--- config.mk ---
export PLATFORM = sky130hd
export DESIGN_NAME = xosera_bus_ctrl
export DESIGN_NICKNAME = d
export VERILOG_FILES = /design/src/rtl/xosera_bus_ctrl_pkg.sv /design/src/rtl/xosera_bus_ctrl_sync.sv /design/src/rtl/xosera_bus_ctrl.sv
export SDC_FILE = /design/constraint.sdc
export NUM_CORES = 1
export LEC_CHECK = 0
export CAP_MARGIN = 10
export CORE_MARGIN = 5
export CORE_UTILIZATION = 50
export DETAILED_ROUTE_END_ITERATION = 7
export PLACE_DENSITY_LB_ADDON = 0.25
export SLEW_MARGIN = 10
export SYNTH_ARGS = -nofsm -noshare
export SYNTH_HDL_FRONTEND = slang
export SYNTH_SLANG_ARGS = --single-unit
--- constraint.sdc ---
create_clock -name clk -period 2.7 [get_ports clk]
set_input_delay 0.27 -clock clk [delete_from_list [all_inputs] [get_ports clk]]
set_output_delay 0.27 -clock clk [all_outputs]
set_load 0.02 [all_outputs]
--- src/rtl/xosera_bus_ctrl_pkg.sv ---
// Shared bus-interface constants and the bus cycle sequencer state type.
package xv;

  // Level of the 68k chip select when this device is selected
  localparam logic CS_ENABLED     = 1'b0;
  // Level of read/not-write for a read cycle
  localparam logic RnW_READ       = 1'b1;
  // DTACK pin levels (open-collector style, low acknowledges)
  localparam logic DTACK_ASSERTED = 1'b0;
  localparam logic DTACK_RELEASED = 1'b1;

  typedef enum logic [2:0] {
    IDLE,
    SETTLE,
    STROBE,
    RD_WAIT,
    ACK,
    RELEASE
  } bus_state_t;

endpackage

--- src/rtl/xosera_bus_ctrl_sync.sv ---
// Multi-flop synchronizer for a bundle of asynchronous inputs.
// All bits of one bundle share the same depth so they stay mutually aligned.
module xosera_sync #(
  parameter int               WIDTH     = 1,
  parameter int               DEPTH     = 2,
  parameter logic [WIDTH-1:0] RESET_VAL = '0
) (
  input  logic             clk,
  input  logic             i_rst,
  input  logic [WIDTH-1:0] i_d,
  output logic [WIDTH-1:0] o_q
);

  logic [DEPTH-1:0][WIDTH-1:0] r_chain;

  // Shift the raw input through DEPTH flops; reset presets every stage
  always_ff @(posedge clk or posedge i_rst) begin
    if (i_rst) begin
      r_chain <= {DEPTH{RESET_VAL}};
    end else begin
      r_chain <= {r_chain[DEPTH-2:0], i_d};
    end
  end

  assign o_q = r_chain[DEPTH-1];

endmodule

--- src/rtl/xosera_bus_ctrl.sv ---
// 68k bus cycle sequencer: synchronizes the bus pins, qualifies each
// chip-select cycle, issues one register strobe per cycle, returns read data
// (or a timeout byte) and drives DTACK until the master drops chip select.
module xosera_bus_ctrl
  import xv::*;
#(
  parameter int         SYNC_STAGES  = 2,
  parameter int         RD_TIMEOUT   = 15,
  parameter logic [7:0] TIMEOUT_DATA = 8'hFF
) (
  input  logic       clk,
  input  logic       reset_i,
  input  logic       bus_cs_n_i,
  input  logic       bus_rd_nwr_i,
  input  logic       bus_bytesel_i,
  input  logic [3:0] bus_reg_num_i,
  input  logic [7:0] bus_data_i,
  output logic [7:0] bus_data_o,
  output logic       bus_dtack_o,
  output logic       reg_wr_o,
  output logic       reg_rd_o,
  output logic [3:0] reg_num_o,
  output logic       reg_bytesel_o,
  output logic [7:0] reg_data_o,
  input  logic [7:0] reg_rd_data_i,
  input  logic       reg_rd_valid_i,
  output logic       timeout_o
);

  localparam int             CW      = $clog2(RD_TIMEOUT + 1);
  // Last counter value before the read is declared timed out
  localparam logic [CW-1:0]  TO_LAST = CW'(RD_TIMEOUT - 1);

  logic [2:0]  w_ctrl_s;
  logic [11:0] w_bus_s;
  logic        w_cs_s;
  logic        w_rnw_s;
  logic        w_bsel_s;
  logic [3:0]  w_num_s;
  logic [7:0]  w_data_s;

  // Control pins: chip select idles high (deselected), others idle low
  xosera_sync #(
    .WIDTH    (3),
    .DEPTH    (SYNC_STAGES),
    .RESET_VAL(3'b100)
  ) u_sync_ctrl (
    .clk  (clk),
    .i_rst(reset_i),
    .i_d  ({bus_cs_n_i, bus_rd_nwr_i, bus_bytesel_i}),
    .o_q  (w_ctrl_s)
  );

  // Register number and write data, same depth as control so they line up
  xosera_sync #(
    .WIDTH    (12),
    .DEPTH    (SYNC_STAGES),
    .RESET_VAL(12'h000)
  ) u_sync_bus (
    .clk  (clk),
    .i_rst(reset_i),
    .i_d  ({bus_reg_num_i, bus_data_i}),
    .o_q  (w_bus_s)
  );

  assign {w_cs_s, w_rnw_s, w_bsel_s} = w_ctrl_s;
  assign {w_num_s, w_data_s}         = w_bus_s;

  bus_state_t    r_state;
  logic [CW-1:0] r_cnt;
  logic          r_rnw;
  logic          r_dtack;
  logic [7:0]    r_rd_data;
  logic          r_wr;
  logic          r_rd;
  logic          r_timeout;
  logic [3:0]    r_num;
  logic          r_bsel;
  logic [7:0]    r_wdata;

  // Bus cycle sequencer with registered strobes, DTACK and read data
  always_ff @(posedge clk or posedge reset_i) begin
    if (reset_i) begin
      r_state   <= IDLE;
      r_cnt     <= '0;
      r_rnw     <= 1'b0;
      r_dtack   <= DTACK_RELEASED;
      r_rd_data <= 8'h00;
      r_wr      <= 1'b0;
      r_rd      <= 1'b0;
      r_timeout <= 1'b0;
      r_num     <= 4'h0;
      r_bsel    <= 1'b0;
      r_wdata   <= 8'h00;
    end else begin
      // Strobes and timeout are single-cycle pulses by default
      r_wr      <= 1'b0;
      r_rd      <= 1'b0;
      r_timeout <= 1'b0;
      case (r_state)
        IDLE: begin
          if (w_cs_s == CS_ENABLED) begin
            r_state <= SETTLE;
          end
        end
        SETTLE: begin
          // A select that vanished after one cycle is a glitch, not a cycle
          if (w_cs_s != CS_ENABLED) begin
            r_state <= IDLE;
          end else begin
            r_num   <= w_num_s;
            r_bsel  <= w_bsel_s;
            r_wdata <= w_data_s;
            r_rnw   <= w_rnw_s;
            if (w_rnw_s == RnW_READ) begin
              r_rd <= 1'b1;
            end else begin
              r_wr <= 1'b1;
            end
            r_state <= STROBE;
          end
        end
        STROBE: begin
          r_cnt <= '0;
          if (r_rnw != RnW_READ) begin
            r_dtack <= DTACK_ASSERTED;
            r_state <= ACK;
          end else if (reg_rd_valid_i) begin
            r_rd_data <= reg_rd_data_i;
            r_dtack   <= DTACK_ASSERTED;
            r_state   <= ACK;
          end else begin
            r_state <= RD_WAIT;
          end
        end
        RD_WAIT: begin
          // Master abort wins over everything; valid wins over timeout
          if (w_cs_s != CS_ENABLED) begin
            r_state <= IDLE;
          end else if (reg_rd_valid_i) begin
            r_rd_data <= reg_rd_data_i;
            r_dtack   <= DTACK_ASSERTED;
            r_state   <= ACK;
          end else if (r_cnt == TO_LAST) begin
            r_rd_data <= TIMEOUT_DATA;
            r_timeout <= 1'b1;
            r_dtack   <= DTACK_ASSERTED;
            r_state   <= ACK;
          end else begin
            r_cnt <= r_cnt + CW'(1);
          end
        end
        ACK: begin
          r_state <= RELEASE;
        end
        RELEASE: begin
          // Hold DTACK until the master is seen to deselect
          if (w_cs_s != CS_ENABLED) begin
            r_dtack <= DTACK_RELEASED;
            r_state <= IDLE;
          end
        end
        default: begin
          r_state <= IDLE;
        end
      endcase
    end
  end

  assign bus_data_o    = r_rd_data;
  assign bus_dtack_o   = r_dtack;
  assign reg_wr_o      = r_wr;
  assign reg_rd_o      = r_rd;
  assign reg_num_o     = r_num;
  assign reg_bytesel_o = r_bsel;
  assign reg_data_o    = r_wdata;
  assign timeout_o     = r_timeout;

endmodule

==> impl_metrics.yaml, run 1 <==
logic_synthesis:
  synthSimpleGateAreaFrac_pct: 6.64
  ys_warn_count: 0
  synth-seq-cells: 63
  avgSynthCellArea_um2: 14.2
  synth_ff_type: "dfrtp_1"
  synthMuxAreaShare_pct: 10.5
  synth_cell_types: 36
  synth_top_family_by_area: "multiplexers"
  synth_top_area_share_pct: 66.4
  synth-adder-area-share_pct: 1.55
  ys_seq_area_share_pct: 69.9
  async_flop_share_pct: 100
  synth_area_leaders: "dfrtp_1 66%, mux2_2 7.0%, mux2i_1 3.5%, dfstp_2 3.5%, a21oi_1 2.7%"
  synth_compound_area_share_pct: 7.59
  synthCells: 159
  synth_edf_count: 0
  synth_nets: 187
  synthXorXnorAreaFrac_pct: 0
  synth_area_mm2: 0.00226
  synth_top_area_cell: "dfrtp_1"
finish:
  nets: 245
  final_common_cell: "dfrtp_1"
  n_fill_cell: 291
  multiInputGateArea_um2: 594
  syn_to_final_growth_pct: 34.8
  ff_latch_area_mm2: 0.00158
  drive_gt1_share_pct: 16.7
  stdcell_count: 274
  layout_common_cells: "60 x dfrtp_1, 50 x clkdlybuf4s50_1, 14 x mux2_2"
  antenna_cells: 0
timing:
  max_freq_mhz: 521
  fin_tns_setup_ps: 0
  rsz0062_at_grt: "false"
  worst-slew-pin-transition_ps: 776
  fin_crit_sh_pct: 71.1
  slew_headroom_pct: 47.9
  fin_skew_ps: 12.1
  setup_viol: 0
  whs_ps: 345
  slew_viol_final: 0
  final.min_clock_period_ps: 1920
  hold_violations: 0
clocking:
  cts_tree: "done"
  cts_hold_buf: 0
  post_cts_buffers: 0
  root_buffer: "clkbuf_8"
  ctsLongestPathBuffers: 2
  cts_sinks: 63
  clk_latency_ps: 340
  cts_resized: 0
  htree_levels: 3
  clkTransAtPathRegs_ps: 60
  cts_buffers: 9
setup_path:
  r2r.worst_path.cells: 3
  crit_path_start: "r_state[1]"
  r2r_end: "bus_data_o[3]"
  crit_type: "flip-flop to flip-flop"
  r2r_slack_ps: 780
  cp-start-kind: "flip-flop"
  endpoint: "bus_data_o[3]"
  path_buf_inv: 0
  crit_family: "simple AND/OR/NAND/NOR gates"
  r2r-start: "r_state[1]"
  cp_cell_sequence: "nor2b_1 > o2111ai_2 > mux2i_1"
  crit_arrival_ps: 2100
  crit_cells: 3
  crit_path_end_kind: "flip-flop"
  crit_path_top_delay_cell: "nor2b_1"
  slowest_delay_ps: 530
  crit_fanout: 8
  cp.required_ps: 2880
pwr:
  p_leak_nw: 1.38
  p_clk_share_pct: 26.4
  pwr-share-comb_pct: 32.5
  internal-power_mw: 2.30
  peakVddDrop_mv: 0.765
  p_per_area_mw_per_mm2: 1110
  p_seq_share_pct: 41.2
  p_switching_mw: 1.07
  power_switching_share_pct: 31.6
global_routing:
  grt_max_degree: 36
  grt.overflow.total: 0
  grt_pass1_vias: 1646
  busiest_layer: "met2"
  track_usage_pct: 16.6
  grt_first_pass_wirelength_mm: 7.62
  met3_usage_pct: 7.85
  use_met2_pct: 27.9
  met1_usage_pct: 17.6
  antenna_found_initial: 0
routing:
  drc: 0
  postRouteAntennaNets: 0
  routed_wl_mm: 4.50
  firstDrtPassIters: 5
  drtIter0Drc: 179
  wire_per_inst_um: 16.4
  vias: 1476
  vias_per_cell: 5.39
die:
  fp-row-count: 24
  die_area_mm2: 0.00596
  coreArea_mm2: 0.00438
  num_io_pins: 51
  die_x_um: 77.2
  die_y_um: 77.2
  initial_core_util_pct: 51.5
placement:
  placed_cells: 258
  place_congestion: 0.817
  dp_hpwl_mm: 3.04
  portBuffers: 50
worst_hold_path:
  min-delay-path-class: "input port to flip-flop"
status:
  status: "complete, no violations"
flow_run:
  maxCapViolations: 0
## registers in the layout, indices dropped and copies added, names as in the netlist
name and flops:
u_sync_bus.o_q 12, u_sync_bus.r_chain 12, bus_data_o 8, reg_data_o 8
r_cnt 4, reg_num_o 4, r_state 3, u_sync_ctrl.o_q 3
u_sync_ctrl.r_chain 3, bus_dtack_o 1, r_rnw 1, reg_bytesel_o 1
reg_rd_o 1, reg_wr_o 1, timeout_o 1
## synth_stat cells, drive strengths merged, types with 3 or more instances
cell type,n
nor2,4
mux2i,8
mux2,14
dfstp,3
a21oi,12
dfrtp,60
nand3,3
nand2,6
inv,14
buf,4
nor2b,3
## power groups by stage
stage	Clock [mW]	Sequential, mW	Combinational [mW]
6_report	0.888	1.39	1.09
5_1_grt	0.951	1.42	1.17
4_1_cts	0.911	1.39	1.11
3_5_place_dp	0	1.40	1.10
3_3_place_gp	0	1.38	1.06
2_1_floorplan	0	1.55	0.437
## stage by stage
stage          setup WS [ps]  area (µm²)  utilization, %  power (mW)
6_report                 781        3050            69.5        3.37
4_1_cts                  786        3050            69.5        3.41
3_3_place_gp             867        2830            64.5        2.44
2_1_floorplan            865        2260               -        1.99
3_5_place_dp             747        2830            64.5        2.50
5_1_grt                  554        3050            69.5        3.54
## layout make-up
type	count	share of cell area (%)
tap	52	2.14
multi-input combinational	76	19.5
clock inverter	3	2.26
inverter	14	1.73
sequential	63	51.9
timing repair buffer	53	17.6
clock buffer	13	4.89
## metal layers
layer  vias to the layer above  routed length [µm]
met5                         -                   0
met4                         0                 129
met3                        14                 287
met2                        61                2380
met1                       735                1710
li1                        666                   -
## worst min path at each step
stage,startpoint,endpoint,slack (ps),cells after the start
after floorplan,bus_cs_n_i,u_sync_ctrl.r_chain[2],270,0
after global placement,u_sync_ctrl.r_chain[1],u_sync_ctrl.o_q[1],330,0
after detailed placement,u_sync_bus.r_chain[2],u_sync_bus.o_q[2],340,0
after CTS,bus_cs_n_i,u_sync_ctrl.r_chain[2],330,1
after global routing,bus_cs_n_i,u_sync_ctrl.r_chain[2],330,1
final,bus_cs_n_i,u_sync_ctrl.r_chain[2],340,1
## logic make-up after synthesis
| logic type | after synthesis |
|---|---|
| AO/OA/AOI/OAI | 26 |
| adder cells (fa/ha/maj) | 3 |
| buffers and inverters | 20 |
| flip-flops | 63 |
| multiplexers | 22 |
| AND/OR/NAND/NOR | 25 |
No activity file was read; power rests on OpenSTA's default activity.
==> run 2, diff against run 1 <==
- CORE_UTILIZATION: 50 -> 44
- clock period: 2.7 -> 1.6 ns (I/O delays scaled with it)
==> run 2 against run 1 <==
Effect of this change:
- design area increased by 2.4%
- combinational power increased by 81%
- utilization decreased by 7.6 points
- sequential power increased by 65%
- worst hold slack got worse by 100 ps
- clock skew decreased by 7.5 ps
- critical path type unchanged
- largest cell class unchanged
==> impl_metrics.yaml, run 2 (synthesis results as in run 1) <==
finish:
  multiInputGateArea_um2: 619
  final_common_cell: "dfrtp_1"
  ff_latch_area_mm2: 0.00158
  syn_to_final_growth_pct: 38.0
  drive_gt1_share_pct: 19.4
  antenna_cells: 0
  nets: 250
  n_fill_cell: 390
  layout_common_cells: "60 x dfrtp_1, 49 x clkdlybuf4s50_1, 14 x mux2_2"
  stdcell_count: 297
timing:
  fin_crit_sh_pct: 94.3
  rsz0062_at_grt: "false"
  hold_violations: 0
  slew_viol_final: 0
  worst-slew-pin-transition_ps: 466
  setup_viol: 0
  fin_skew_ps: 4.69
  max_freq_mhz: 663
  slew_headroom_pct: 68.9
  fin_tns_setup_ps: 0
  final.min_clock_period_ps: 1510
die:
  initial_core_util_pct: 44.8
  fp-row-count: 26
  die_y_um: 81.7
  num_io_pins: 51
  die_area_mm2: 0.00667
  die_x_um: 81.7
  coreArea_mm2: 0.00504
clocking:
  cts_hold_buf: 0
  cts_tree: "done"
  ctsLongestPathBuffers: 2
  clkTransAtPathRegs_ps: 60
  htree_levels: 3
  clk_latency_ps: 320
  cts_buffers: 9
  cts_sinks: 63
  root_buffer: "clkbuf_8"
global_routing:
  grt.overflow.total: 0
  grt_pass1_vias: 1498
  track_usage_pct: 15.1
  grt_first_pass_wirelength_mm: 7.29
  antenna_found_initial: 0
  grt_max_degree: 64
status:
  status: "complete, no violations"
setup_path:
  crit_path_end_kind: "flip-flop"
  crit_fanout: 9
  cp.required_ps: 1790
  crit_type: "flip-flop to flip-flop"
  crit_arrival_ps: 1700
  cp-start-kind: "flip-flop"
routing:
  routed_wl_mm: 4.36
  postRouteAntennaNets: 0
  vias_per_cell: 4.80
  firstDrtPassIters: 4
  drtIter0Drc: 80
  wire_per_inst_um: 14.7
  drc: 0
  vias: 1427
placement:
  portBuffers: 50
  place_congestion: 0.884
  dp_hpwl_mm: 3.01
  placed_cells: 280
worst_hold_path:
  min-delay-path-class: "input port to flip-flop"
pwr:
  p_leak_nw: 1.39
  p_per_area_mw_per_mm2: 1790
  peakVddDrop_mv: 0.947
  total_power_mw: 5.58
flow_run:
  maxCapViolations: 0
==> run 2: cell types whose count changed in the layout (fill, tap and decap cells not counted), sizes merged <==
cell	before	now
inv	14	13
clkdlybuf4s50	50	49
clkinvlp	0	2
buf	3	8
bufinv	2	1
dlygate4sd2	0	1
==> run 2: power by group <==
group | internal (mW) | switching (mW) | leakage (nW)
Clock | 0.761 | 0.554 | 0.0936
Combinational | 1.01 | 0.960 | 0.560
Sequential | 2.01 | 0.285 | 0.739
Total | 3.78 | 1.80 | 1.39
==> run 2: layer usage <==
metal  vias up  GRT usage, %  part of all wire [%]
li1        677             -                     -
met1       716          18.3                    41
met2        27          23.8                    53
met3         7          4.71                   4.0
met4         0          8.47                   2.0
met5         -             0                     0
==> run 2: layout make-up <==
type                            count  share of cell area, %
Clock buffer                       13                   4.77
Clock inverter                      3                   1.36
Inverter                           14                   1.81
Multi-Input combinational cell     76                   19.9
Sequential cell                    63                   50.7
Tap cell                           70                   2.81
Timing Repair Buffer               58                   18.7
==> run 2: path summary, 6_finish.rpt <==
kind	start	end	slack [ps]	depth (start not counted)
max	r_cnt[0]	bus_data_o[3]	90	6
min	bus_cs_n_i	u_sync_ctrl.r_chain[2]	240	1
max reg2reg	r_cnt[0]	bus_data_o[3]	90	6
min reg2reg	u_sync_bus.r_chain[9]	u_sync_bus.o_q[9]	350	0
max in group asynchronous	reset_i	u_sync_ctrl.o_q[2]	1020	3
min in group asynchronous	reset_i	u_sync_bus.r_chain[5]	270	3
==> run 2: per-stage QoR <==
stage	setup WS (ps)	cell area [µm²]	hold WS (ps)	util, %
final	91.6	3120	244	61.9
after global routing	8.49	3120	229	61.9
after CTS	87.2	3090	224	61.2
after detailed placement	80.6	2900	335	57.4
after global placement	145	2900	333	57.4
after floorplan	28.9	2260	164	-
==> run 2: worst max-delay path: stages, from the launching register on <==
cell	delay, ps
dfrtp_1	380
inv_1	90
ha_1	240
and3_1	240
buf_4	180
a21oi_1	150
mux2i_1	100
==> run 2: what timing repair did <==
action / in CTS / in global routing
pin swaps: 0 / 2
resized for setup: 1 / 4
setup endpoints to repair: 1 / 12
setup buffers: 0 / 1
endpoints found under the hold margin: 0 / 0
==> run 3, diff against run 2 <==
- CORE_MARGIN: 5 -> default
- SLEW_MARGIN: 10 -> 20
==> run 3 against run 2 <==
Effect of this change:
- sequential share of layout area grew 0.27 points
- utilization up 2.6 points
- worst setup slack lost 6.4 ps
- combinational power about the same
- highest routed layer unchanged
- sequential power hardly changed
- first-iteration DRC count grew 28%
- clock skew is 0.64 ps higher
- worst hold slack gained 2.0 ps
- wire length decreased by 5.0%
- design area shrank 0.52%
- register-to-register slack about the same
==> impl_metrics.yaml, run 3 (synthesis results as in run 1) <==
pwr:
  power_switching_share_pct: 33.0
  p_per_area_mw_per_mm2: 1760
  p_clk_share_pct: 22.1
  internal-power_mw: 3.65
  pwr-share-comb_pct: 35.7
  p_leak_nw: 1.39
  peakVddDrop_mv: 0.904
  p_seq_share_pct: 42.3
  p_switching_mw: 1.80
  total_power_mw: 5.45
timing:
  fin_tns_setup_ps: 0
  fin_skew_ps: 5.33
  hold_violations: 0
  slew_viol_final: 0
  whs_ps: 246
  worst-slew-pin-transition_ps: 506
  slew_headroom_pct: 66.2
  max_freq_mhz: 660
  rsz0062_at_grt: "false"
  layout_setup_ws_ps: 85.2
  fin_crit_sh_pct: 94.7
  setup_viol: 0
  final.min_clock_period_ps: 1510
die:
  initial_core_util_pct: 46.9
  die_area_mm2: 0.00543
  coreArea_mm2: 0.00482
  fp-row-count: 25
  die_x_um: 73.7
  num_io_pins: 51
  die_y_um: 73.7
routing:
  firstDrtPassIters: 4
  wire_per_inst_um: 14.0
  drc: 0
  drtIter0Drc: 102
  vias_per_cell: 5.03
  routed_wl_mm: 4.14
  vias: 1483
  postRouteAntennaNets: 0
setup_path:
  r2r.worst_path.cells: 3
  crit_fanout: 10
  r2r_slack_ps: 90
  crit_type: "flip-flop to flip-flop"
  cp-start-kind: "flip-flop"
  crit_path_end_kind: "flip-flop"
  r2r-start: "r_state[1]"
  cp.required_ps: 1810
  r2r_end: "reg_data_o[0]"
  crit_arrival_ps: 1720
status:
  status: "complete, no violations"
placement:
  placed_cells: 279
  place_congestion: 0.810
  preCtsSetupSlack_ps: 78.7
  dp_hpwl_mm: 2.85
  dpl_cell_area_mm2: 0.00291
  portBuffers: 50
global_routing:
  track_usage_pct: 17.0
  grt_first_pass_wirelength_mm: 6.67
  grt_pass1_vias: 1459
  grt.overflow.total: 0
  grt_max_degree: 33
  antenna_found_initial: 0
clocking:
  cts_tree: "done"
  clkTransAtPathRegs_ps: 70
  cts_sinks: 63
  cts_buffers: 9
  root_buffer: "clkbuf_8"
  clk_latency_ps: 330
  ctsLongestPathBuffers: 2
  htree_levels: 3
  post_cts_buffers: 0
finish:
  postLayoutCellArea_mm2: 0.00310
  layout_common_cells: "60 x dfrtp_1, 49 x clkdlybuf4s50_1, 14 x mux2_2"
  stdcell_count: 295
  ff_latch_area_mm2: 0.00158
  final_util_pct: 64.4
  final_common_cell: "dfrtp_1"
  multiInputGateArea_um2: 614
  n_fill_cell: 369
  nets: 251
  drive_gt1_share_pct: 20.2
  syn_to_final_growth_pct: 37.3
  antenna_cells: 0
flow_run:
  maxCapViolations: 0
worst_hold_path:
  min-delay-path-class: "input port to asynchronous set/reset pin"
run 3: worst max-delay path, stage by stage, from the launching register on:
cell	delay, ps
dfrtp_1	480
nor4_4	330
buf_4	230
mux2_2	350
run 3: final cells by class:
type | instances | share of cell area (%)
clock buffer | 13 | 5.12
tap | 67 | 2.70
timing repair buffer | 59 | 19.1
clock inverter | 3 | 0.565
inverter | 14 | 1.81
multi-input combinational | 76 | 19.8
sequential | 63 | 50.9
run 3: how the worst max path moves through the flow:
stage                    endpoint  slack (ps)           start  cells after the start
finish              reg_data_o[0]          90      r_state[1]                      3
global route           r_state[1]           4        r_cnt[0]                      6
CTS                 reg_data_o[0]          80      r_state[1]                      3
detailed placement  bus_data_o[1]          80  reg_rd_valid_i                      3
global placement    bus_data_o[0]         150  reg_rd_valid_i                      3
floorplan                   r_rnw          30      r_state[0]                      4
run 3: power by group through the flow:
stage	logic [mW]	clock network (mW)	registers (mW)
global route	2.08	1.30	2.36
detailed placement	1.94	0	2.32
finish	1.94	1.20	2.30
global placement	1.87	0	2.30
floorplan	0.738	0	2.62
CTS	1.94	1.24	2.30
run 3: routing by layer:
| layer | routed length [µm] | vias to the layer above | GRT usage [%] |
|---|---|---|---|
| met4 | 46 | 0 | 7.91 |
| met3 | 255 | 6 | 6.17 |
| met1 | 1710 | 745 | 22.2 |
| met2 | 2130 | 54 | 25.5 |
| li1 | - | 678 | - |
| met5 | 0 | - | 0 |
run 3: timing repair:
action | in CTS | in global routing
setup endpoints to repair | 1 | 8
resized for setup | 1 | 3
pin swaps | 0 | 1
hold buffers | 0 | 0
cloned | 0 | 0
